**src/rtl/serial_priority_encoder_if.sv**
```systemverilog
// serial_priority_encoder_if: capture and index handshakes of the serial priority encoder
interface serial_priority_encoder_if #(
  parameter int NUM_WIRE = 16
);
  localparam int IW = $clog2(NUM_WIRE);
  localparam int CW = $clog2(NUM_WIRE + 1);
  logic [NUM_WIRE-1:0] wire_in_i;
  logic                wire_valid_i;
  logic                wire_ready_o;
  logic [IW-1:0]       index_o;
  logic                index_valid_o;
  logic                index_ready_i;
  logic                last_o;
  logic [CW-1:0]       pending_count_o;
  modport slave (
    input  wire_in_i, wire_valid_i, index_ready_i,
    output wire_ready_o, index_o, index_valid_o, last_o, pending_count_o
  );
  modport master (
    output wire_in_i, wire_valid_i, index_ready_i,
    input  wire_ready_o, index_o, index_valid_o, last_o, pending_count_o
  );
endinterface

```
**src/rtl/serial_priority_encoder.sv**
```systemverilog
// serial_priority_encoder: captures a request vector and emits each set bit's index in priority order
module serial_priority_encoder #(
  parameter int NUM_WIRE = 16,
  parameter int RR_MODE  = 0
) (
  input logic clk_i,
  input logic rst_i,
  serial_priority_encoder_if.slave bus
);
  localparam int IW = $clog2(NUM_WIRE);
  localparam int CW = $clog2(NUM_WIRE + 1);
  logic [NUM_WIRE-1:0] pend_q;
  logic [NUM_WIRE-1:0] clear_mask;
  logic [IW-1:0]       ptr_q;
  logic [IW-1:0]       idx;
  logic [IW-1:0]       ptr_nxt;
  logic [CW-1:0]       cnt;
  logic                take;
  logic                cap;
  // search upward from ptr_q with wrap; scanning from the far end lets the nearest hit win
  always_comb begin
    int p;
    p = 0;
    idx = '0;
    for (int k = NUM_WIRE - 1; k >= 0; k--) begin
      p = int'(ptr_q) + k;
      p = (p >= NUM_WIRE) ? p - NUM_WIRE : p;
      idx = pend_q[p] ? IW'(p) : idx;
    end
  end
  // number of bits still waiting to be emitted
  always_comb begin
    cnt = '0;
    for (int k = 0; k < NUM_WIRE; k++) cnt = cnt + CW'(pend_q[k]);
  end
  assign take                = bus.index_valid_o && bus.index_ready_i;
  assign cap                 = bus.wire_valid_i && bus.wire_ready_o;
  assign clear_mask          = {{(NUM_WIRE-1){1'b0}}, 1'b1} << idx;
  assign ptr_nxt             = (int'(idx) == NUM_WIRE - 1) ? '0 : idx + 1'b1;
  assign bus.index_o         = idx;
  assign bus.index_valid_o   = |pend_q;
  assign bus.last_o          = cnt == CW'(1);
  assign bus.pending_count_o = cnt;
  assign bus.wire_ready_o    = ~|pend_q || (take && bus.last_o);
  // capture wins over clearing the final bit so back-to-back vectors have no bubble
  always_ff @(posedge clk_i) begin
    if (rst_i) begin
      pend_q <= '0;
      ptr_q  <= '0;
    end else begin
      if (cap) pend_q <= bus.wire_in_i;
      else if (take) pend_q <= pend_q & ~clear_mask;
      if (RR_MODE != 0 && take) ptr_q <= ptr_nxt;
    end
  end
endmodule

```
**src/flat_wrapper.sv**
```systemverilog
// flat-port wrapper written by rule: the top's interface ports become plain ports
module serial_priority_encoder_flat 
#(
  parameter int NUM_WIRE = 16,
  parameter int RR_MODE  = 0
)
  (clk_i, rst_i, bus_wire_in_i, bus_wire_valid_i, bus_index_ready_i, bus_wire_ready_o, bus_index_o, bus_index_valid_o, bus_last_o, bus_pending_count_o);
  serial_priority_encoder_if #(.NUM_WIRE(NUM_WIRE)) bus_i ();
  input logic clk_i;
  input logic rst_i;
  input wire logic [$bits(bus_i.wire_in_i)-1:0] bus_wire_in_i;
  input wire logic [$bits(bus_i.wire_valid_i)-1:0] bus_wire_valid_i;
  input wire logic [$bits(bus_i.index_ready_i)-1:0] bus_index_ready_i;
  output wire logic [$bits(bus_i.wire_ready_o)-1:0] bus_wire_ready_o;
  output wire logic [$bits(bus_i.index_o)-1:0] bus_index_o;
  output wire logic [$bits(bus_i.index_valid_o)-1:0] bus_index_valid_o;
  output wire logic [$bits(bus_i.last_o)-1:0] bus_last_o;
  output wire logic [$bits(bus_i.pending_count_o)-1:0] bus_pending_count_o;
  assign bus_i.wire_in_i = bus_wire_in_i;
  assign bus_i.wire_valid_i = bus_wire_valid_i;
  assign bus_i.index_ready_i = bus_index_ready_i;
  assign bus_wire_ready_o = bus_i.wire_ready_o;
  assign bus_index_o = bus_i.index_o;
  assign bus_index_valid_o = bus_i.index_valid_o;
  assign bus_last_o = bus_i.last_o;
  assign bus_pending_count_o = bus_i.pending_count_o;
  serial_priority_encoder #(.NUM_WIRE(NUM_WIRE), .RR_MODE(RR_MODE)) u_core (.clk_i(clk_i), .rst_i(rst_i), .bus(bus_i));
endmodule
```
**config.mk**
```make
export PLATFORM = sky130hd
export DESIGN_NAME = serial_priority_encoder_flat
export DESIGN_NICKNAME = d
export VERILOG_FILES = /design/src/rtl/serial_priority_encoder_if.sv /design/src/rtl/serial_priority_encoder.sv /design/src/flat_wrapper.sv
export SDC_FILE = /design/constraint.sdc
export NUM_CORES = 1
export LEC_CHECK = 0
export ABC_AREA = 1
export BUFFER_PORTS_ARGS = -buffer_cell sky130_fd_sc_hd__buf_4
export CAP_MARGIN = 20
export CELL_PAD_IN_SITES_DETAIL_PLACEMENT = 0
export CELL_PAD_IN_SITES_GLOBAL_PLACEMENT = 1
export CORE_UTILIZATION = 34
export CTS_CLUSTER_DIAMETER = 60
export CTS_CLUSTER_SIZE = 14
export DETAILED_ROUTE_END_ITERATION = 8
export GPL_TIMING_DRIVEN = 0
export HOLD_SLACK_MARGIN = 0.08
export PLACE_DENSITY = 0.71
export SYNTH_ARGS = -nofsm -noshare
export SYNTH_HDL_FRONTEND = slang
export SYNTH_SLANG_ARGS = --single-unit
export TNS_END_PERCENT = 50
```
**constraint.sdc**
```tcl
create_clock -name clk_i -period 6 [get_ports clk_i]
set_clock_uncertainty 0.05 [all_clocks]
set_input_delay 0.3 -clock clk_i [delete_from_list [all_inputs] [get_ports clk_i]]
set_output_delay 0.3 -clock clk_i [all_outputs]
set_load 0.005 [all_outputs]
```
==> impl_results.md, run 1 <==
- First-pass GRT wire length: around 6700 microns
- CP arrival: approximately 5000 ps
- Post-synth ARST share: 0%
- DRC: 0
- Clock sinks: 16
- Max reg flops: 16
- Maximum clock path buffer count: 2
- Post-CTS Repair Setup Buffers: 0
- Ys Warns: 0
- Die area: around 4800 sq um
- Final ANT Viol Nets: 0
- Clock latency on the worst-skew pair: roughly 260 ps
- Share of cells above drive strength 1: between 20 and 25%
- Fin crit share: 89.4%
- RSZ-0062 raised after global routing: false
- Worst EP required: approximately 5700 ps
- Outcome: finished, final reports clean
- Final instance area: ~1900 sq um
- GPL Wtd Cong: between 0.8 and 0.9
- Placed cell area: 1840 sq um
- Hold WC Path Type: primary input to flip-flop
- First drt pass iteration count: 4
- Filler cell count: roughly 460
- CTS resizes: 0
- Part of the Yosys area used for sequential elements: 20.7%
- Final min period: 5360 ps
- Max-slew violation count: 0
- Max frequency: between 150 and 200 MHz
- P&R area growth vs syn: 22.8%
- Total track usage: between 15 and 20%
- Largest Register: u_core.pend_q
- MaxCap Viol Count: 0
- Die X-Extent: around 69 microns
- CTS clock-pin slew for the worst setup and hold paths: 70 ps
- Diode count: 0
- #FFs+latches synth: 16
- Top flop regs: u_core.pend_q: 16 flops
- Ports: 32
- Post-synth EDFFs: 0
- TritonCTS Buffers: 3
- Worst-path fanout max: 5
- Synth Instances: around 220
- Setup TNS: 0 ps
- Largest net degree at the start of global routing: 11
- Crit Path Category: flip-flop to primary output
- CTS root buf: clkbuf_8
- Final nets: 296
- Worst slew pin tran: between 400 and 500 ps
- Crit start category: flip-flop
- Seq. cell area: between 300 and 400 sq um
- Top FF cell, synth: dfxtp_1
- H-tree Lvls: 1
- Vias/cell: 4.89
- Final setup fails: 0
- Hold_buf cts: 0
- Congestion Overflow GR: 0
- Netlist cell types: 29
- Vias in the first global route: about 1400
- Post-Route WL: around 4000 microns
- Fin util: a little over two fifths
- Detailed Route Iter0 Violations: 67
- Max_slew headroom: 71.4%
- Port Buf Inserts: 31
- Initial Utilization: ~35%
- DPL Wire Length: between 3000 and 4000 microns
- CTS tree: yes
- Via count: approximately 1500
- Std-Cell Rows: 24
- CORE AREA: 4350 sq um
- Die H: about 69 microns
- Reg2Reg Setup Slack: between 600 and 700 ps
- Setup crit end kind: primary output
- Mapped Area: approximately 1500 sq um
- Net Count, Synth: 260
- Initial antenna violation count: 0
- Final Hold Viols: 0
- Wire per inst: ~13 microns
- Multi-input gate area: between 1000 and 1500 sq um
- Syn Area/Cell: between 6 and 7 sq um
==> cell usage in the layout (no fill, tap or decap), types with 2 or more instances in the layout <==
master / netlist / final
fa_1: 10 / 10
nor4_2: 2 / 2
nand3_1: 23 / 23
nor2_2: 3 / 3
o21bai_1: 2 / 2
inv_1: 37 / 37
o21ai_0: 17 / 17
buf_4: 0 / 31
xor2_1: 2 / 2
nand2_2: 5 / 5
nand2_1: 51 / 51
dfxtp_1: 16 / 16
o21ai_1: 2 / 2
nor2_1: 9 / 9
ha_1: 7 / 7
buf_2: 3 / 3
nand4_1: 7 / 7
a31oi_1: 6 / 6
a21oi_1: 10 / 10
clkbuf_8: 1 / 5
==> synth_stat cells, types with 2 or more instances <==
master / n / area [sq um]
inv_1: 37 / 139
nand4_1: 7 / 43.8
nand3_1: 23 / 115
o21ai_1: 2 / 10.0
nand2_2: 5 / 31.3
a31oi_1: 6 / 37.5
dfxtp_1: 16 / 320
ha_1: 7 / 87.6
nand2_1: 51 / 191
nor4_2: 2 / 25.0
o21ai_0: 17 / 85.1
nor2_2: 3 / 18.8
nor2_1: 9 / 33.8
a21oi_1: 10 / 50.1
fa_1: 10 / 200
xor2_1: 2 / 17.5
buf_2: 3 / 15.0
o21bai_1: 2 / 15.0
==> layer usage <==
layer	track usage (%)	vias up	share of wire (%)
li1	-	790	-
met2	28.7	33	46
met4	6.12	0	1.7
met5	0	-	0
met1	23.7	685	48
met3	3.63	7	4.9
==> kinds of logic (layout without fill, tap and decap cells) <==
logic type,Yosys count,in the layout,share of synthesized area [%]
simple gates,103,103,31.7
buf+inv,45,80,13.4
compound gates,40,40,14.4
fa+ha+maj,17,17,18.6
flops,16,16,20.7
xor+xnor,2,2,1.13
==> worst max-delay path, cell delays in order, from the launching register on <==
cell and delay, ps:
dfxtp_1 410, inv_1 130, ha_1 300, inv_1 50
fa_1 510, fa_1 510, fa_1 510, fa_1 540
inv_1 50, fa_1 460, fa_1 420, nand2_1 80
a21boi_0 110, nor4_2 370, nand2_2 80, nand2_2 90
buf_4 120
==> final cells by class <==
| class | count | share of cell area [%] |
|---|---|---|
| multi-input cells | 162 | 53.7 |
| flip-flops and latches | 16 | 16.9 |
| repair buffers | 31 | 12.3 |
| inverters | 39 | 8.11 |
| well taps | 52 | 3.43 |
| clock buffers | 4 | 2.90 |
| plain buffers | 6 | 2.77 |
==> stage by stage <==
stage               setup slack, ps  hold WS (ps)  instances
finish                          637           150        310
global placement                649           416        306
CTS                             583           144        310
floorplan                       899           319        223
detailed placement              615           419        306
global route                    259           159        310
==> path summary, 6_finish.rpt <==
path | from | end | cells after the start
hold reg to reg | u_core.pend_q[6]$_SDFFE_PP0P_ | u_core.pend_q[6]$_SDFFE_PP0P_ | 2
hold / removal | rst_i | u_core.pend_q[0]$_SDFFE_PP0P_ | 2
setup reg to reg | u_core.pend_q[0]$_SDFFE_PP0P_ | u_core.pend_q[15]$_SDFFE_PP0P_ | 21
setup / recovery | u_core.pend_q[0]$_SDFFE_PP0P_ | bus_wire_ready_o | 16
Power of run 1 is left out: the tool's default activity adds up to more than one toggle a clock period on the data nets, which glitch-free logic cannot reach.
==> inputs of run 2 (changes only) <==
--- a/config.mk
+++ b/config.mk
@@ -5,7 +5,6 @@
 export SDC_FILE = /design/constraint.sdc
 export NUM_CORES = 1
 export LEC_CHECK = 0
-export ABC_AREA = 1
 export BUFFER_PORTS_ARGS = -buffer_cell sky130_fd_sc_hd__buf_4
 export CAP_MARGIN = 20
 export CELL_PAD_IN_SITES_DETAIL_PLACEMENT = 0
@@ -16,7 +15,7 @@
 export DETAILED_ROUTE_END_ITERATION = 8
 export GPL_TIMING_DRIVEN = 0
 export HOLD_SLACK_MARGIN = 0.08
-export PLACE_DENSITY = 0.71
+export PLACE_DENSITY = 0.68
 export SYNTH_ARGS = -nofsm -noshare
 export SYNTH_HDL_FRONTEND = slang
 export SYNTH_SLANG_ARGS = --single-unit
==> run 2 against run 1 <==
Synthesized area fell by 1.1%. Sequential share of layout area rose by 0.34 points. Global-route usage rose by 0.22 points. Count of clock-buffer cells in the layout fell by 1. Setup slack got worse by 220 ps. Die area fell by 1.0%. First-iteration DRC count fell by 13%. Sequential cell count did not move. Core utilization fell by 0.57 points. Critical path depth rose by 2. Synthesized cell count fell by 21%. Worst hold slack improved by 74 ps.
==> impl_results.md, run 2 <==
- Outcome: finished, final reports clean
- Mapped Area: 1530 sq um (-1.1%)
- Initial Utilization: 35.4% (-0.13 points)
- Top cells by area, synth: dfxtp_1, fa_1, inv_1
- Share of cells above drive strength 1: 23.8% (+2.1 points)
- Vias in the first global route: 1426 (+0.42%)
- Largest net degree at the start of global routing: 11 (unchanged)
- Pwr dens: 668 nW/um^2
- Sw Ratio: about half
- Largest Register: u_core.pend_q
- Maximum clock path buffer count: 2 (unchanged)
- Clock share of power: ~6.6%
- Top cell type's share of synthesized area: 20.9% (+0.22 points)
- Worst slew pin tran: 674 ps (+245 ps)
- Post-synth ARST share: 0% (unchanged)
- Post-Route WL: 4140 microns (+3.4%)
- DPL Wire Length: 3300 microns (+0.91%)
- Internal cell power: between 600 and 700 uW
- Wire per inst: 15.8 microns (+22%)
- Crit Path Category: flip-flop to flip-flop
- GPL Wtd Cong: 0.825 (+1.4%)
- Vias/cell: 5.54 (+13%)
- RSZ-0062 raised after global routing: false
- First drt pass iteration count: 4 (unchanged)
- Setup crit end kind: flip-flop
- Crit start category: flip-flop
- Max frequency: 179 MHz (-4.0%)
- Comb power frac: 79.0%
- Max-slew violation count: 0 (unchanged)
- Most numerous cell in the Yosys netlist: inv_1
- Most common cell after layout, fill and taps aside: buf_4
- Top FF cell, synth: dfxtp_1
- Psw: 602 uW
- Post-synth EDFFs: 0 (unchanged)
- CP arrival: 5720 ps (+710 ps)
- Fin crit share: 93.1% (+3.7 points)
- CTS tree: yes
- Final Hold Viols: 0 (unchanged)
- CTS resizes: 0 (unchanged)
- Final Instance Count excl. Fillers: 262 (-15%)
- Ys Warns: 0 (unchanged)
- P_leak: approximately 0.74 nW
- Initial antenna violation count: 0 (unchanged)
- Max_slew headroom: 55.0% (-16 points)
- PnR worst setup slack: 414 ps (-223 ps)
- Hold WC Path Type: primary input to flip-flop
- Clock latency on the worst-skew pair: 250 ps (about the same)
- Top flop regs: u_core.pend_q: 16 flops
- Top post-synthesis cells by count: inv_1, nand2_1, dfxtp_1
- Biggest area consumer among synthesized cells: dfxtp_1
- Worst hold margin: 224 ps (+74.4 ps)
- Final min period: 5590 ps (+223 ps)
- Detailed Route Iter0 Violations: 58 (-13%)
- Port Buf Inserts: 30 (-3.2%)
- Hold_buf cts: 0 (unchanged)
- Die area: 4770 sq um (-1.0%)
- Post-CTS Repair Setup Buffers: 0 (unchanged)
- CTS clock-pin slew for the worst setup and hold paths: 70 ps (about the same)
- Dpl cells: 259 (-15%)
- Worst-path fanout max: 10 (+5)
- Netlist cell types: 47 (+62%)
- Max reg flops: 16 (unchanged)
- Via count: 1452 (-4.2%)
- Setup TNS: 0 ps (unchanged)
- CORE AREA: 4320 sq um (-0.69%)
- H-tree Lvls: 1 (unchanged)
- Std-Cell Rows: 24 (unchanged)
- Synth Instances: 177 (-21%)
- P&R area growth vs syn: 21.7%
- Die H: 69.1 microns (-0.51%)
- First-pass GRT wire length: 6910 microns (+2.8%)
- Dpl ws: 389 ps (-225 ps)
- Ports: 32 (unchanged)
- VDD IR-drop max: just over 0.2 mV
- Final setup fails: 0 (unchanged)
- DRC: 0 (unchanged)
- Most frequent cells in the layout: buf_4, inv_1, nand2_1
- CTS root buf: clkbuf_8
- Net Count, Synth: 214 (-18%)
- Syn Area/Cell: 8.64 sq um (+25%)
- Final nets: 249 (-16%)
- Part of the Yosys area used for sequential elements: 20.9% (+0.22 points)
- Congestion Overflow GR: 0 (unchanged)
- TritonCTS Buffers: 3 (unchanged)
- Flop pwr share: approximately 14%
- MaxCap Viol Count: 0 (unchanged)
- Die X-Extent: 69.1 microns (-0.51%)
- Clock sinks: 16 (unchanged)
- #FFs+latches synth: 16 (unchanged)
- Diode count: 0 (unchanged)
- Total track usage: 18.1% (+0.22 points)
- Final ANT Viol Nets: 0 (unchanged)
- Worst EP required: 6130 ps (+480 ps)
## run 2: cell types whose count changed in the layout (fill, tap and decap cells not counted), moves of 5 or more
| cell | before | now |
|---|---|---|
| o21ai_0 | 17 | 2 |
| o211ai_1 | 0 | 9 |
| inv_1 | 37 | 26 |
| nand3_1 | 23 | 9 |
| a22oi_1 | 0 | 7 |
| nand2_2 | 5 | 0 |
| nand2_1 | 51 | 17 |
| nand4_1 | 7 | 1 |
## run 2: kinds of logic after synthesis
kind of cell	Yosys count	share of synthesized area, %
DFF	16	20.9
AOI/OAI and AO/OA	51	26.9
buffers and inverters	33	10.8
adders and majority gates	17	18.8
and+or+nand+nor	59	21.9
xor gates and xnor gates	1	0.573
## run 2: worst max-delay path, stage by stage (launching register included)
cell and delay (ps):
dfxtp_1 480, inv_1 80, ha_1 280, inv_1 50
fa_1 500, fa_1 520, fa_1 520, fa_1 550
inv_1 50, fa_1 450, fa_1 430, or3_1 320
o21ai_0 110, o2111a_1 330, a31o_2 190, buf_6 130
buf_2 220, nand2_1 90, a31oi_1 160
## run 2: final timing paths
path	from	cells after the start	slack [ps]	to
setup reg to reg	u_core.pend_q[0]$_SDFFE_PP0P_	18	410	u_core.pend_q[7]$_SDFFE_PP0P_
setup / recovery	u_core.pend_q[0]$_SDFFE_PP0P_	18	410	u_core.pend_q[7]$_SDFFE_PP0P_
hold reg to reg	u_core.pend_q[8]$_SDFFE_PP0P_	2	500	u_core.pend_q[8]$_SDFFE_PP0P_
hold / removal	rst_i	2	220	u_core.pend_q[5]$_SDFFE_PP0P_
## run 2: through the flow
step | power (mW) | cell area (sq um) | utilization [%]
floorplan | 0.829 | 1530 | -
global placement | 1.15 | 1820 | 42.1
detailed placement | 1.17 | 1820 | 42.1
CTS | 1.26 | 1860 | 43.0
global route | 1.37 | 1860 | 43.0
finish | 1.24 | 1860 | 43.0
## run 2: layout make-up
cell class                      count  area (sq um)
Fill cell                         441          2460
Tap cell                           52          65.1
Clock buffer                        3          41.3
Multi-Input combinational cell    128          1040
Buffer                              7          67.6
Sequential cell                    16           320
Timing Repair Buffer               30           225
Inverter                           26          97.6
## run 2: power groups by stage
| stage | logic (mW) | clock network, mW | registers (mW) |
|---|---|---|---|
| finish | 0.983 | 0.0821 | 0.178 |
| global route | 1.10 | 0.0901 | 0.184 |
| floorplan | 0.664 | 0 | 0.164 |
| CTS | 0.997 | 0.0839 | 0.178 |
| detailed placement | 0.992 | 0 | 0.180 |
| global placement | 0.974 | 0 | 0.179 |
## run 2: layer usage
metal / track usage [%] / wire length, microns
met2: 28.4 / 2040
met4: 3.40 / 21
met1: 26.1 / 1850
met3: 3.07 / 226
met5: 0 / 0
No activity file was read; power rests on OpenSTA's default activity.
==> inputs of run 3 (changes only) <==
--- a/config.mk
+++ b/config.mk
@@ -7,15 +7,14 @@
 export LEC_CHECK = 0
 export BUFFER_PORTS_ARGS = -buffer_cell sky130_fd_sc_hd__buf_4
 export CAP_MARGIN = 20
-export CELL_PAD_IN_SITES_DETAIL_PLACEMENT = 0
-export CELL_PAD_IN_SITES_GLOBAL_PLACEMENT = 1
+export CORE_MARGIN = 3
 export CORE_UTILIZATION = 34
 export CTS_CLUSTER_DIAMETER = 60
 export CTS_CLUSTER_SIZE = 14
 export DETAILED_ROUTE_END_ITERATION = 8
 export GPL_TIMING_DRIVEN = 0
 export HOLD_SLACK_MARGIN = 0.08
-export PLACE_DENSITY = 0.68
+export PLACE_DENSITY = 0.54
 export SYNTH_ARGS = -nofsm -noshare
 export SYNTH_HDL_FRONTEND = slang
 export SYNTH_SLANG_ARGS = --single-unit
==> run 3 against run 2 <==
Die area rose by 12%. Sequential cell count unchanged. Non-clock buffer count stayed put. Setup slack worse by 20 ps. Wire length decreased by 0.29%. Sequential share of layout area barely moved. Final area down 0.13%. Via count is 2.1% higher. Register-to-register slack worse by 20 ps.
==> impl_results.md, run 3 (synthesis results as in run 2) <==
- Final nets: 249 (unchanged)
- Fin crit share: 93.4% (+0.33 points)
- First-pass GRT wire length: 6890 microns (-0.29%)
- Most common cell after layout, fill and taps aside: buf_4
- Top flop regs: u_core.pend_q: 16 flops
- Worst EP required: 6130 ps (about the same)
- Internal cell power: 639 uW (-0.29%)
- CTS root buf: clkbuf_8
- Power Total: 1.24 mW (about the same)
- Post-CTS Repair Setup Buffers: 0 (unchanged)
- Hold WC Path Type: primary input to flip-flop
- Initial Utilization: 36.6% (+1.3 points)
- Worst-path fanout max: 10 (unchanged)
- Congestion Overflow GR: 0 (unchanged)
- Total track usage: 16.4% (-1.7 points)
- DRC: 0 (unchanged)
- Diode count: 0 (unchanged)
- Detailed Route Iter0 Violations: 60 (+3.4%)
- H-tree Lvls: 1 (unchanged)
- Setup TNS: 0 ps (unchanged)
- CORE AREA: 4170 sq um (-3.5%)
- Max-slew violation count: 0 (unchanged)
- Psw: 605 uW (+0.50%)
- Max_slew headroom: 54.4% (-0.60 points)
- Outcome: finished, final reports clean
- Final Hold Viols: 0 (unchanged)
- Final min period: 5610 ps (+19.7 ps)
- Std-Cell Rows: 23 (-4.2%)
- Setup crit end kind: flip-flop
- Final Instance Count excl. Fillers: 260 (-0.76%)
- Crit Path Category: flip-flop to flip-flop
- MaxCap Viol Count: 0 (unchanged)
- CP arrival: 5730 ps (about the same)
- Share of cells above drive strength 1: 23.8% (unchanged)
- First drt pass iteration count: 5 (+1)
- P_leak: 0.739 nW (unchanged)
- CTS tree: yes
- Crit start category: flip-flop
- Wire per inst: 15.9 microns (+0.48%)
- Die H: 73.1 microns (+5.8%)
- DPL Wire Length: 3360 microns (+1.7%)
- VDD IR-drop max: 0.255 mV (+26%)
- Flop pwr share: 14.2% (-0.2 points)
- Max reg flops: 16 (unchanged)
- Clock share of power: 6.5% (about the same)
- Via count: 1482 (+2.1%)
- Clock sinks: 16 (unchanged)
- Initial antenna violation count: 0 (unchanged)
- Largest Register: u_core.pend_q
- CTS resizes: 0 (unchanged)
- Vias in the first global route: 1501 (+5.3%)
- Clock latency on the worst-skew pair: 250 ps (about the same)
- Largest net degree at the start of global routing: 11 (unchanged)
- Die area: 5340 sq um (+12%)
- Ports: 32 (unchanged)
- P&R area growth vs syn: 21.5%
- Fin util: 44.5% (+1.5 points)
- Most frequent cells in the layout: buf_4, inv_1, nand2_1
- Post-Route WL: 4120 microns (-0.29%)
- RSZ-0062 raised after global routing: false
- Comb power frac: 79.3% (+0.3 points)
- Die X-Extent: 73.1 microns (+5.8%)
- Port Buf Inserts: 30 (unchanged)
- TritonCTS Buffers: 3 (unchanged)
- Final ANT Viol Nets: 0 (unchanged)
- Worst slew pin tran: 676 ps (+1.48 ps)
- Hold_buf cts: 0 (unchanged)
- Vias/cell: 5.70 (+2.9%)
- Max frequency: 178 MHz (-0.35%)
- GPL Wtd Cong: 0.839 (+1.7%)
- Dpl cells: 257 (-0.77%)
- Pwr dens: 670 nW/um^2 (+0.23%)
- Maximum clock path buffer count: 2 (unchanged)
- Sw Ratio: 48.6% (+0.20 points)
- Final setup fails: 0 (unchanged)
- CTS clock-pin slew for the worst setup and hold paths: 60 ps (about the same)
run 3: cell counts in the layout (fill, tap and decap cells not counted):
No cell type changed its count.
run 3: critical path, stage by stage, from the launching register on:
cell,delay (ps)
dfxtp_1,470
inv_1,90
ha_1,280
inv_1,50
fa_1,510
fa_1,520
fa_1,520
fa_1,540
inv_1,50
fa_1,460
fa_1,430
or3_1,320
o21ai_0,100
o2111a_1,350
a31o_2,200
buf_6,140
buf_2,220
nand2_1,80
a31oi_1,160
run 3: final cells by class:
type | instances | area, sq um
Multi-Input combinational cell | 128 | 1040
Fill cell | 413 | 2310
Clock buffer | 3 | 41.3
Inverter | 26 | 97.6
Tap cell | 50 | 62.6
Buffer | 7 | 67.6
Sequential cell | 16 | 320
Timing Repair Buffer | 30 | 225
run 3: final timing paths:
check | startpoint | end | slack, ps | cells past startpoint
max reg2reg | u_core.pend_q[1]$_SDFFE_PP0P_ | u_core.pend_q[11]$_SDFFE_PP0P_ | 390 | 18
min | rst_i | u_core.pend_q[5]$_SDFFE_PP0P_ | 230 | 2
max | u_core.pend_q[1]$_SDFFE_PP0P_ | u_core.pend_q[11]$_SDFFE_PP0P_ | 390 | 18
min reg2reg | u_core.pend_q[8]$_SDFFE_PP0P_ | u_core.pend_q[8]$_SDFFE_PP0P_ | 480 | 2
run 3: per-stage QoR:
stage | hold slack, ps | instance area [sq um] | setup WS [ps]
after floorplan | 402 | 1530 | 823
after global placement | 463 | 1820 | 513
after detailed placement | 467 | 1820 | 392
after CTS | 219 | 1860 | 372
after global routing | 230 | 1860 | 83.9
final | 227 | 1860 | 394
run 3: power groups by stage:
stage / registers, mW / logic (mW) / clock network, mW
floorplan: 0.164 / 0.664 / 0
global placement: 0.178 / 0.977 / 0
detailed placement: 0.179 / 0.994 / 0
CTS: 0.176 / 0.998 / 0.0829
global route: 0.182 / 1.11 / 0.0876
finish: 0.177 / 0.987 / 0.0806
run 3: routing by layer:
layer / part of all wire (%) / up-vias / global-route usage [%]
met5: 0 / - / 0
met4: 0.41 / 0 / 2.46
met3: 5.2 / 2 / 3.99
met2: 48 / 36 / 26.6
met1: 46 / 731 / 22.4
li1: - / 713 / -
